$ cat src/rtl/shifter_pkg.sv
// Shared types for the sequential ARM-style shifter: shift encodings, FSM states
// and the step-count rule that turns a request into a number of 1-bit steps.
package shifter_pkg;

   typedef enum logic [1:0] {
      ShLsl = 2'b00,
      ShLsr = 2'b01,
      ShAsr = 2'b10,
      ShRor = 2'b11
   } shift_t;

   typedef enum logic [1:0] {
      StIdle,
      StShift,
      StDone
   } state_t;

   // Out-of-range LSL/LSR saturate at 33 steps so the carry drains to zero as well.
   function automatic logic [5:0] step_count(input logic       imm_mode,
                                             input logic [3:0] rot,
                                             input shift_t     st,
                                             input logic       rrx,
                                             input logic [7:0] amount);
      logic [5:0] n;
      n = '0;
      if (imm_mode) begin
         n = {1'b0, rot, 1'b0};
      end else begin
         case (st)
            ShLsl, ShLsr: n = (amount > 8'd33) ? 6'd33 : amount[5:0];
            ShAsr:        n = (amount > 8'd32) ? 6'd32 : amount[5:0];
            default: begin
               if (rrx)                     n = 6'd1;
               else if (amount == 8'd0)     n = 6'd0;
               else if (amount[4:0] == '0)  n = 6'd32;
               else                         n = {1'b0, amount[4:0]};
            end
         endcase
      end
      return n;
   endfunction

endpackage

$ cat src/rtl/shift_step.sv
// One combinational 1-bit shift/rotate step with carry-out.
module shift_step
   import shifter_pkg::*;
(
   input  logic [31:0] cur_value,
   input  logic        cur_carry,
   input  shift_t      shift_type,
   input  logic        rrx,
   output logic [31:0] next_value,
   output logic        next_carry
);

   always_comb begin
      next_value = cur_value;
      next_carry = cur_value[0];
      case (shift_type)
         ShLsl: begin
            next_value = {cur_value[30:0], 1'b0};
            next_carry = cur_value[31];
         end
         ShLsr: next_value = {1'b0, cur_value[31:1]};
         ShAsr: next_value = {cur_value[31], cur_value[31:1]};
         ShRor: next_value = {(rrx ? cur_carry : cur_value[0]), cur_value[31:1]};
         default: ;
      endcase
   end

endmodule

$ cat src/rtl/shift_sequencer.sv
// Sequential shifter: captures a request, applies one 1-bit step per cycle,
// then pulses done with the result and carry held until the next accepted start.
module shift_sequencer
   import shifter_pkg::*;
(
   input  logic        clk,
   input  logic        rst,
   input  logic        start,
   input  logic        imm_mode,
   input  logic [11:0] imm12,
   input  logic [31:0] operand,
   input  logic [1:0]  shift_type,
   input  logic        rrx,
   input  logic [7:0]  amount,
   input  logic        carry_in,
   output logic        busy,
   output logic        done,
   output logic [31:0] result,
   output logic        carry_out
);

   state_t      state;
   logic [31:0] work;
   logic        carry_reg;
   logic [5:0]  count;
   shift_t      op_type;
   logic        op_rrx;
   logic [31:0] step_value;
   logic        step_carry;

   shift_step u_step (
      .cur_value  (work),
      .cur_carry  (carry_reg),
      .shift_type (op_type),
      .rrx        (op_rrx),
      .next_value (step_value),
      .next_carry (step_carry)
   );

   assign result    = work;
   assign carry_out = carry_reg;

   always_ff @(posedge clk or posedge rst) begin
      if (rst) begin
         state     <= StIdle;
         work      <= '0;
         carry_reg <= 1'b0;
         count     <= '0;
         op_type   <= ShLsl;
         op_rrx    <= 1'b0;
         busy      <= 1'b0;
         done      <= 1'b0;
      end else begin
         case (state)
            StIdle, StDone: begin
               done <= 1'b0;
               if (start) begin
                  work      <= imm_mode ? {24'b0, imm12[7:0]} : operand;
                  carry_reg <= carry_in;
                  count     <= step_count(imm_mode, imm12[11:8], shift_t'(shift_type), rrx,
                                          amount);
                  // Immediates are plain rotates; RRX only exists on the ROR encoding.
                  op_type   <= imm_mode ? ShRor : shift_t'(shift_type);
                  op_rrx    <= ~imm_mode & rrx & (shift_type == ShRor);
                  busy      <= 1'b1;
                  state     <= StShift;
               end else begin
                  busy  <= 1'b0;
                  state <= StIdle;
               end
            end
            StShift: begin
               if (count == '0) begin
                  busy  <= 1'b0;
                  done  <= 1'b1;
                  state <= StDone;
               end else begin
                  work      <= step_value;
                  carry_reg <= step_carry;
                  count     <= count - 6'd1;
               end
            end
            default: state <= StIdle;
         endcase
      end
   end

endmodule

$ cat config.mk
export PLATFORM = sky130hd
export DESIGN_NAME = shift_sequencer
export DESIGN_NICKNAME = d
export VERILOG_FILES = /design/src/rtl/shifter_pkg.sv /design/src/rtl/shift_step.sv /design/src/rtl/shift_sequencer.sv
export SDC_FILE = /design/constraint.sdc
export NUM_CORES = 1
export LEC_CHECK = 0
export BUFFER_PORTS_ARGS = -buffer_cell sky130_fd_sc_hd__buf_4
export CORE_ASPECT_RATIO = 1.25
export CORE_MARGIN = 5
export CORE_UTILIZATION = 46
export CTS_BUF_LIST = sky130_fd_sc_hd__clkbuf_8 sky130_fd_sc_hd__clkbuf_16
export DETAILED_ROUTE_END_ITERATION = 6
export PLACE_DENSITY_LB_ADDON = 0.1
export SETUP_SLACK_MARGIN = 0.4
export SYNTH_ARGS = -nofsm -noshare
export SYNTH_HDL_FRONTEND = slang
export SYNTH_SLANG_ARGS = --single-unit
$ cat constraint.sdc
create_clock -name clk -period 1.85 [get_ports clk]
set_input_delay 0.37 -clock clk [delete_from_list [all_inputs] [get_ports clk]]
set_output_delay 0.37 -clock clk [all_outputs]
set_load 0.005 [all_outputs]
Word-level counts from Yosys, hierarchy flattened:

Index checks and enable logic that the tools add are counted.

* output and inout bits: 35
* flip-flop bits (word level): 46

* equality and inequality tests: 12
* bitwise gates (word level): 3
* muxes and demuxes: 29
* add/subtract/negate cells: 1
* magnitude comparators: 2
* reduce and logical (&&, ||, !) cells: 13

Operators by type and width (count)
* $pmux 32 s4: 1
* $mux 32: 3
* $pmux 32 s2: 1
* $mux 6: 8
* $pmux 6 s2: 2
* $gt 8x6->1 const B: 2
* $eq 2x2->1 const B: 5
* $logic_not 8->1: 1
* $mux 1: 8
* $ne 2x2->1 const B: 4
* $eq 2x1->1 const B: 3
* $logic_not 2->1: 3
* $logic_not 6->1: 1
* $pmux 1 s2: 3
* $sub 6x1->6 const B: 1
* $logic_not 5->1: 1
* $mux 2: 2
* $pmux 2 s2: 1
* $reduce_and 2->1: 2
* $reduce_and 4->1: 1
* $reduce_or 2->1: 2
* $reduce_and 3->1: 1
* $and 1x1->1: 2
* $reduce_bool 2->1: 1
* $not 1->1: 1

Longest topological paths before layout:

Gate-level depths: netlist of run 1.

* word-level depth: 8
* depth in mapped cells: 6
* depth with buffers taken out: 6

Hierarchy:

Synthesis of run 1 repeated with hierarchy kept, for this count alone.

* cells, all modules: 330
* area total of the unflattened synthesis: 3080.5 µm²

Modules (own cells, without submodules)
* shift_sequencer: area each 2645.0 µm², instances 1, cells an instance 290
* shift_step: area each 435.4 µm², instances 1, cells an instance 40

Worst setup path before layout of run 1:

OpenSTA, ideal clock, no wires.

* path kind: input to register
* start: in amount[4]
* end: reg count[0]
* library setup time: 0.126 ns
* stages: 4
* arrival: 1.802 ns
* path buffers: 0
* path slack: -0.078 ns
* cells stage by stage: or4_4 a211o_1 a221o_1 a221o_1

* longest elaborated chain between the ends: 8

RTL lines
* start, declared: line shift_sequencer.sv:14 `input logic [7:0] amount,`
* branches (longest 4 deep; another with $gt 8x6->1)
* $pmux 6 s2 *: line shifter_pkg.sv:29 `case (st)`
* $mux 6 *: line shifter_pkg.sv:26 `if (imm_mode) begin`
* $mux 6 *: line shift_sequencer.sv:57 `if (start) begin`
* $pmux 6 s2 *: line shift_sequencer.sv:54 `case (state)`
* end signal, assigned: line shift_sequencer.sv:60 `count <= step_count(imm_mode, imm12[11:8], shift_t'(shift_type), rrx,`
* end signal, assigned: line shift_sequencer.sv:80 `count <= count - 6'd1;`
* end, declared: line shift_sequencer.sv:25 `logic [5:0] count;`

Every way passes the cells marked *. The select of a mux whose other input is x is not followed.
A chain may end at the register's enable or synchronous reset.

Final worst setup path of run 1:

* start: reg count[4]
* end: reg count[0]

* longest elaborated chain between the ends: 3

RTL lines
* $logic_not 6->1: line shift_sequencer.sv:73 `if (count == '0) begin`
* $ne 2x2->1 (no source line)
* $reduce_and 3->1 (no source line)

Every way passes these cells.

==> results.md, run 1 <==
* Hold/Removal Path Class: primary input to async pin
* Reg clk slew, reported paths at 0.09 ns
* #FFs+latches synth at 46
* CP most frequent cell: buf_6
* Final setup viols at 0
* Rows at 32
* Library cells used by synthesis at 39
* Seq/Total Area, Yosys at 0.398
* Dpl hpwl at 5370 um
* Filler cells at 468
* Slowest cell delay on critical path at 0.45 ns
* Vias in the first global route at 2605
* Worst-Margin Slew at 0.560 ns
* Mapped cell area at 0.00289 mm^2
* Pins Over Slew Limit at 0
* Clock Skew at 0.00503 ns
* Area Growth Syn to Fin at 52.1%
* Starting DRT DRC Count at 138
* NumNets Final at 455
* CTS Buffer Depth at 2
* TritonRoute pass-1 iters at 4
* IO Port Bufs at 94
* Worst-Skew Late Latency at 0.29 ns
* RSZ-0062 raised after global routing: true
* CORE AREA at 0.00613 mm^2
* CP top delay family: flip-flops
* Setup_tns at 0 ns
* Clock buffer count from CTS at 5
* Inserted Diodes at 0
* All-Layer GR Usage at 0.202
* First-pass GRT wire length at 12900 um
* Syn Area/Cell at 10.3 um^2
* Max_slew headroom at 0.624
* Synth Flop Type: dfrtp_1
* CP Capture Type: register
* Final hold slack at 0.111 ns
* Antenna Nets Post-Route at 0
* Initial core utilization at 0.472
* Syn Nets at 343
* Largest net degree at the start of global routing at 48
* Async set or reset register ratio after synthesis at 1.00
* CP max FO at 4
* Worst path cell trace: nor4_4, a21oi_4, buf_4, buf_6, buf_6, a221o_1
* Status: completed
* Placer Congestion at 0.774
* WL final at 8330 um
* CTS tree: yes
* Critical Path RT at 2.03 ns
* Mapped Cells at 281
* Total gr overflow at 0
* Slowest-stage cell, CP: dfrtp_2
* # IOs at 95
* Initial antenna violation count at 0
* Die ar. at 0.00798 mm^2
* YS warnings at 0
* Critical Path Start Type: register
* Post-DR vias/cell at 5.58
* H-tree Lvls at 2
* Peak Freq at 557 MHz
* Die W at 80.9 um
* Number of synthesized flops with an enable pin at 0
* CP Buf/Inv Count at 3
* WP data arrival at 1.98 ns
* Max IR drop VDD at 0.771 mV
* Crit Path Class: register to register
* Final Cycle Share at 0.971
* Drc violations at 0
* Vias post-DR at 2671
* Power per cell area at 1660 mW/mm^2
* Post-layout min period at 1.80 ns
* Clk sinks at 46
* Max_cap viols at 0
* Clk root buf: clkbuf_8
* Final cell count without fillers at 479
* Leak at 0.00196 uW
* Fraction of layout cells with a size suffix above 1 at 0.487
* Hold Fails Final Rpt at 0
* Placed cells at 454
* Die height at 98.6 um
* Wire length per cell at 17.4 um
* Hold-fix buffers at CTS at 0
-- layout by cell type (no fill, tap or decap), types with 2 or more instances in the layout --
master / count
dfrtp_1: 45
clkbuf_8: 5
a211oi_1: 8
nand2_1: 8
a211oi_2: 2
a2111oi_4: 2
nor2b_1: 11
ha_4: 2
nor2_4: 3
buf_16: 2
buf_12: 5
nor3_1: 5
nand3b_1: 23
o22ai_2: 2
a221o_1: 2
buf_6: 7
mux2i_1: 36
o2bb2ai_1: 2
o21ai_0: 26
a21oi_1: 10
mux2_4: 32
inv_1: 6
nand2b_1: 3
inv_2: 3
clkinv_2: 2
a32o_1: 2
buf_4: 110
nor2_1: 4
-- synthesized netlist by cell type (2+ instances only) --
cell type	number	share of area
a211oi_1	10	0.026
nand3b_1	23	0.060
a32o_1	2	0.0069
nor2b_1	12	0.026
a221o_1	2	0.0069
buf_1	2	0.0026
inv_1	10	0.013
nor2_1	7	0.0091
nand2b_1	4	0.0087
mux2i_1	36	0.12
o21ai_0	26	0.045
clkbuf_1	12	0.016
mux2_2	31	0.12
nor3_1	6	0.010
ha_1	2	0.0087
o2bb2ai_1	2	0.0061
dfrtp_1	46	0.40
a2111oi_2	2	0.010
nor3b_1	2	0.0052
a21oi_1	10	0.017
nand2_1	9	0.012
o22ai_1	3	0.0065
buf_2	6	0.010
-- cell type report --
type                            count  area [um^2]  share of cell area
Multi-Input combinational cell    205         1900               0.433
Sequential cell                    46         1150               0.262
Timing Repair Buffer              125         1080               0.247
Tap cell                           85          106              0.0242
Clock buffer                        5         68.8              0.0157
Inverter                           10         41.3             0.00940
Clock inverter                      3         40.0             0.00911
-- power by group --
part | switching, uW | internal (uW) | leakage [uW]
Combinational | 1830 | 2750 | 0.00134
Sequential | 515 | 1460 | 0.000569
Clock | 347 | 398 | 0.0000579
-- kinds of logic (layout without fill, tap and decap cells) --
logic type	after synthesis	in the layout	share of synthesized area
AO/OA/AOI/OAI	67	67	0.155
XOR/XNOR	1	1	0.00303
adder cells (fa/ha/maj)	2	2	0.00866
buffers and inverters	30	143	0.0416
flip-flops	46	46	0.398
multiplexers	68	68	0.249
AND/OR/NAND/NOR	67	67	0.143
-- layer usage --
layer,part of all wire,GRT usage,vias to the layer above
li1,-,-,1264
met1,0.42,0.258,1297
met2,0.50,0.349,102
met3,0.070,0.0375,8
met4,0.0098,0.0520,0
met5,0,0,-
-- flip-flops by register name (all words and copies together), names as in the netlist --
register,count
op_type,2
state,2
done,1
op_rrx,1
carry_out,1
busy,1
result,32
count,6
-- through the flow --
step	setup slack (ns)	total power, uW	utilization	instance area (um^2)
finish	0.0540	7300	0.717	4390
global route	0.00477	7760	0.717	4390
CTS	0.108	6910	0.691	4240
detailed placement	-0.199	5650	0.640	3920
global placement	-0.170	5570	0.640	3920
floorplan	-0.0123	4440	-	3070
-- path summary, 6_finish.rpt --
| check | depth (start not counted) | start | slack (ns) | end |
|---|---|---|---|---|
| max | 6 | count[4] | 0.05 | count[0] |
| min | 3 | rst | 0.11 | state[0] |
| max reg2reg | 6 | count[4] | 0.05 | count[0] |
| min reg2reg | 1 | done | 0.49 | done |
| max in group asynchronous | 3 | rst | 1.48 | count[4] |
| min in group clk | 3 | operand[31] | 0.36 | result[31] |
-- worst reg2reg max path, cell delays in order (launching register included) --
cell and delay, ns:
dfrtp_2 0.45, nor4_4 0.39, a21oi_4 0.11, buf_4 0.15, buf_6 0.11, buf_6 0.13
a221o_1 0.34
-- repair_timing --
action	CTS	global route
setup endpoints to repair	39	41
setup buffers	7	6
pin swaps	6	13
gates cloned	3	1
endpoints found under the hold margin	0	0
gates resized for setup	16	20
No activity file was read; power rests on OpenSTA's default activity.
==> run 2: changes to the inputs <==
Settings changed: BUFFER_PORTS_ARGS -buffer_cell sky130_fd_sc_hd__buf_4 to unset, CORE_UTILIZATION 46 to 57, DONT_BUFFER_PORTS set to 1.
==> run 2 against run 1 <==
  * Sequential cell count did not move
  * Cell count fell by 25%
  * Critical path type unchanged
  * Die area fell by 17%
  * Combinational power fell by 16%
  * Register-to-register slack improved by 0.02 ns
  * First-iteration DRC count fell by 5.8%
  * Utilization fell by 0.42 points
==> results.md, run 2 (same netlist as run 1, synthesis figures left out) <==
* # IOs at 95
* Final Cycle Share at 0.958
* Setup_tns at 0 ns
* Vias in the first global route at 2313
* Reg area at 0.00115 mm^2
* Clk root buf: clkbuf_8
* Rows at 29
* Placer Congestion at 0.809
* Vias post-DR at 2322
* Total gr overflow at 0
* Initial core utilization at 0.577
* Post-layout min period at 1.77 ns
* CORE AREA at 0.00501 mm^2
* Peak Freq at 564 MHz
* Die ar. at 0.00660 mm^2
* Post-DR vias/cell at 6.45
* Die W at 73.7 um
* Commonest non-fill, non-tap cell in the layout: dfrtp_1
* Worst reg-to-reg setup slack at 0.08 ns
* Pins Over Slew Limit at 0
* Starting DRT DRC Count at 130
* First-pass GRT wire length at 11700 um
* Hold/Removal Path Class: primary input to async pin
* Flip-flop count of the largest register after layout at 32
* Largest net degree at the start of global routing at 48
* Leak at 0.00146 uW
* Reg clk slew, reported paths at 0.09 ns
* WP data arrival at 1.96 ns
* CTS tree: yes
* Max_slew headroom at 0.601
* Drc violations at 0
* Int Pwr at 3960 uW
* NumNets Final at 360
* Antenna Nets Post-Route at 0
* Worst-Margin Slew at 0.599 ns
* CP max FO at 6
* Clock buffer count from CTS at 5
* TritonRoute pass-1 iters at 4
* Inserted Diodes at 0
* Crit Path Class: register to register
* Wire length per cell at 21.7 um
* Power per cell area at 1820 mW/mm^2
* Most frequent cells in the layout: 46 x dfrtp_1, 36 x mux2i_1, 32 x mux2_4
* P_sw at 2540 uW
* Hold-fix buffers at CTS at 0
* Dpl hpwl at 5060 um
* FF-to-FF path depth at 6
* Filler cells at 374
* IO Port Bufs at 0
* Hold Fails Final Rpt at 0
* All-Layer GR Usage at 0.228
* Status: completed
* Worst-Skew Late Latency at 0.30 ns
* Placed cells at 336
* Tot Pwr at 6500 uW
* Max IR drop VDD at 1.03 mV
* RR Startpoint: count[2]
* Clk sinks at 46
* Area taken by multi-input logic gates at 0.00189 mm^2
* Max_cap viols at 0
* Final cell count without fillers at 360
* Fraction of layout cells with a size suffix above 1 at 0.319
* Reg power frac at 0.317
* Comb power frac at 0.592
* WL final at 7820 um
* CP Capture Type: register
* Critical Path Start Type: register
* RSZ-0062 raised after global routing: true
* Net Sw Frac at 0.391
* Initial antenna violation count at 0
* Clock Skew at 0.00627 ns
* Die height at 89.6 um
* Clock network fraction of design power at 0.091
* Final setup viols at 0
* Area Growth Syn to Fin at 23.6%
* CTS Buffer Depth at 2
* Critical Path RT at 2.04 ns
* H-tree Lvls at 2
* Worst reg2reg path endpoint: result[20]
## run 2: changes by cell type in the layout (fill, tap and decap cells not counted), sizes merged
cell    before  now
buf        124   28
bufinv       1    0
clkbuf       6    7
## run 2: cell type report
cell class	count	area share
multi-input cells	205	0.530
well taps	62	0.0217
repair buffers	30	0.0922
flip-flops and latches	46	0.322
clock buffers	5	0.0193
inverters	10	0.0116
clock inverters	2	0.00280
## run 2: power by group through the flow
stage	clock [uW]	sequential (uW)	combinational, uW
2_1_floorplan	0	1880	2570
5_1_grt	633	2130	4110
6_report	594	2060	3850
3_3_place_gp	0	2070	2930
3_5_place_dp	0	2080	3010
4_1_cts	602	2050	3410
## run 2: what timing repair did
action,in CTS,in global routing
endpoints found under the setup margin,39,42
gates resized for setup,15,13
cloned,2,2
pin swaps,7,6
hold endpoints to repair,0,0
setup buffers,7,6
## run 2: worst max-delay path by stage
stage	startpoint	cells after the start	end	slack [ns]
floorplan	amount[4]	4	count[0]	-0.01
finish	count[2]	6	result[20]	0.08
detailed placement	amount[4]	4	count[4]	-0.13
global route	count[2]	6	result[20]	0.04
global placement	amount[4]	4	count[0]	-0.06
CTS	count[2]	6	result[19]	0.08
## run 2: metal layers
layer	track usage	part of all wire	vias to the layer above
met5	0	0	-
met4	0.0708	0.024	0
met2	0.394	0.51	82
li1	-	-	1076
met1	0.276	0.40	1146
met3	0.0624	0.060	18
## run 2: worst max-delay path, stage by stage (launching register included)
cell	delay, ns
dfrtp_1	0.42
nor4_4	0.40
a21oi_4	0.11
nor2_4	0.11
buf_4	0.16
clkbuf_16	0.16
mux2_4	0.29
## run 2: stage by stage
step	hold slack (ns)	setup slack, ns	area, um^2	utilization
final	0.103	0.0776	3570	0.713
after global routing	0.155	0.0356	3570	0.713
after CTS	0.128	0.0847	3420	0.682
after detailed placement	0.454	-0.126	3170	0.632
after global placement	0.454	-0.0604	3170	0.632
after floorplan	0.387	-0.0123	3070	-
==> run 3: changes to the inputs <==
Settings changed: CORE_ASPECT_RATIO 1.25 to 0.75, CORE_UTILIZATION 57 to 51.
==> run 3 against run 2 <==
  * The flow now finishes with violations (hold timing)
  * Non-clock buffer count decreased by 12
  * Sequential cell count unchanged
  * Routed wire length decreased by 5.5%
  * Critical path depth decreased by 1
  * Worst hold slack got worse by 0.11 ns
  * Design area decreased by 3.1%
  * Sequential power about the same
  * Cell count increased by 0.28%
  * Register-to-register slack improved by 0.05 ns
  * Global-route usage decreased by 2.3 points
  * Via count decreased by 4.1%
  * Setup slack improved by 0.054 ns
==> results.md, run 3 (same netlist as run 1, synthesis figures left out) <==
* Status: finished, violations left
* Failing checks: hold timing
* Initial core utilization at 0.534
* Worst-Skew Late Latency at 0.28 ns
* Peak Freq at 582 MHz
* Net Sw Frac at 0.393
* Hold Fails Final Rpt at 3
* Crit. path cell count at 5
* Final setup viols at 0
* NumNets Final at 348
* P_sw at 2380 uW
* Crit Path Class: register to register
* Fraction of layout cells with a size suffix above 1 at 0.287
* Vias post-DR at 2226
* Leak at 0.00139 uW
* Drc violations at 0
* Pre-CTS WS at -0.0623 ns
* CP Capture Type: register
* Max IR drop VDD at 0.758 mV
* Starting DRT DRC Count at 69
* Wire length per cell at 20.5 um
* Final cell count without fillers at 361
* Die W at 96.9 um
* Pins Over Slew Limit at 0
* CP max FO at 25
* Antenna Nets Post-Route at 0
* RSZ-0062 raised after global routing: true
* Worst-Margin Slew at 0.467 ns
* Reg clk slew, reported paths at 0.08 ns
* Int Pwr at 3680 uW
* Critical Path Start Type: register
* CTS tree: yes
* Post-route cell area at 0.00346 mm^2
* Placed cells at 347
* Max_cap viols at 0
* WL final at 7390 um
* Post-layout min period at 1.72 ns
* Power per cell area at 1750 mW/mm^2
* Comb power frac at 0.565
* Final Cycle Share at 0.929
* Post-DR vias/cell at 6.17
* Filler cells at 469
* Commonest non-fill, non-tap cell in the layout: dfrtp_1
* Inserted Diodes at 0
* Critical Path RT at 2.02 ns
* Vias in the first global route at 2319
* Most frequent cells in the layout: 46 x dfrtp_1, 36 x mux2i_1, 32 x mux2_4
* CP top delay family: simple AND/OR/NAND/NOR gates
* Rows at 23
* Final hold slack at -0.00314 ns
* # IOs at 95
* Clock network fraction of design power at 0.092
* FF-to-FF path depth at 5
* First-pass GRT wire length at 12100 um
* Placed inst area at 0.00319 mm^2
* CTS Buffer Depth at 2
* CP startpoint: count[3]
* Placer Congestion at 0.816
* CP Buf/Inv Count at 1
* Clk sinks at 46
* Die ar. at 0.00729 mm^2
* CORE AREA at 0.00541 mm^2
* RR Startpoint: count[3]
* Initial antenna violation count at 0
* TritonRoute pass-1 iters at 4
* Worst path cell trace: nor4_4, a21oi_4, nor2_4, buf_12, mux2_4
* Die height at 75.2 um
* Setup_tns at 0 ns
* Clk root buf: clkbuf_8
* Max_slew headroom at 0.686
* Largest net degree at the start of global routing at 48
* Flip-flop count of the largest register after layout at 32
* Worst setup slack after layout at 0.131 ns
* Hold/Removal Path Class: primary input to async pin
* Hold-fix buffers at CTS at 0
* Clock buffer count from CTS at 5
* Reg power frac at 0.343
* Slowest-stage cell, CP: dfrtp_1
* Total gr overflow at 0
* All-Layer GR Usage at 0.204
* Slowest cell delay on critical path at 0.42 ns
* Area Growth Syn to Fin at 19.7%
* IO Port Bufs at 0
* Dpl hpwl at 5070 um
* Clock Skew at 0.00537 ns
* H-tree Lvls at 2
* WP data arrival at 1.89 ns
==> run 3: cell count changes in the layout (fill, tap and decap cells not counted), sizes merged <==
cell and delta:
inv +2, clkbuf -2, clkinv -2, buf -10
==> run 3: timing repair <==
item | in CTS | in global routing
gates cloned | 1 | 0
gates resized for setup | 12 | 14
setup endpoints to repair | 40 | 43
setup buffers | 4 | 2
pin swaps | 7 | 7
==> run 3: per-stage QoR <==
stage / hold WS, ns / total power [uW] / utilization
final: -0.00314 / 6060 / 0.639
after global routing: 0.0114 / 6510 / 0.639
after CTS: 0.0163 / 5890 / 0.625
after detailed placement: 0.325 / 5090 / 0.590
after global placement: 0.324 / 5020 / 0.590
after floorplan: 0.387 / 4440 / -
==> run 3: path summary, 6_finish.rpt <==
check                      slack [ns]          to
setup / recovery                 0.13  result[17]
hold / removal                 -0.003        done
setup reg to reg                 0.13  result[17]
hold reg to reg                  0.52      op_rrx
max in group asynchronous        1.61  result[27]
min in group clk                 0.23  op_type[0]
==> run 3: power by group through the flow <==
stage	sequential (uW)	combinational (uW)	clock [uW]
global placement	2090	2930	0
global route	2170	3730	612
finish	2080	3420	559
detailed placement	2100	2990	0
floorplan	1880	2570	0
CTS	2080	3230	574
==> run 3: layer usage <==
metal / GRT usage / wire [um]
met1: 0.290 / 3460
met2: 0.317 / 3260
met3: 0.0657 / 638
met4: 0.0280 / 23
met5: 0 / 0
==> run 3: area by class of cell <==
class | count | area [um^2] | area share
multi-input cells | 205 | 1900 | 0.550
flip-flops and latches | 46 | 1150 | 0.333
repair buffers | 18 | 193 | 0.0557
well taps | 75 | 93.8 | 0.0271
clock buffers | 5 | 68.8 | 0.0199
inverters | 10 | 43.8 | 0.0127
clock inverters | 2 | 7.51 | 0.00217
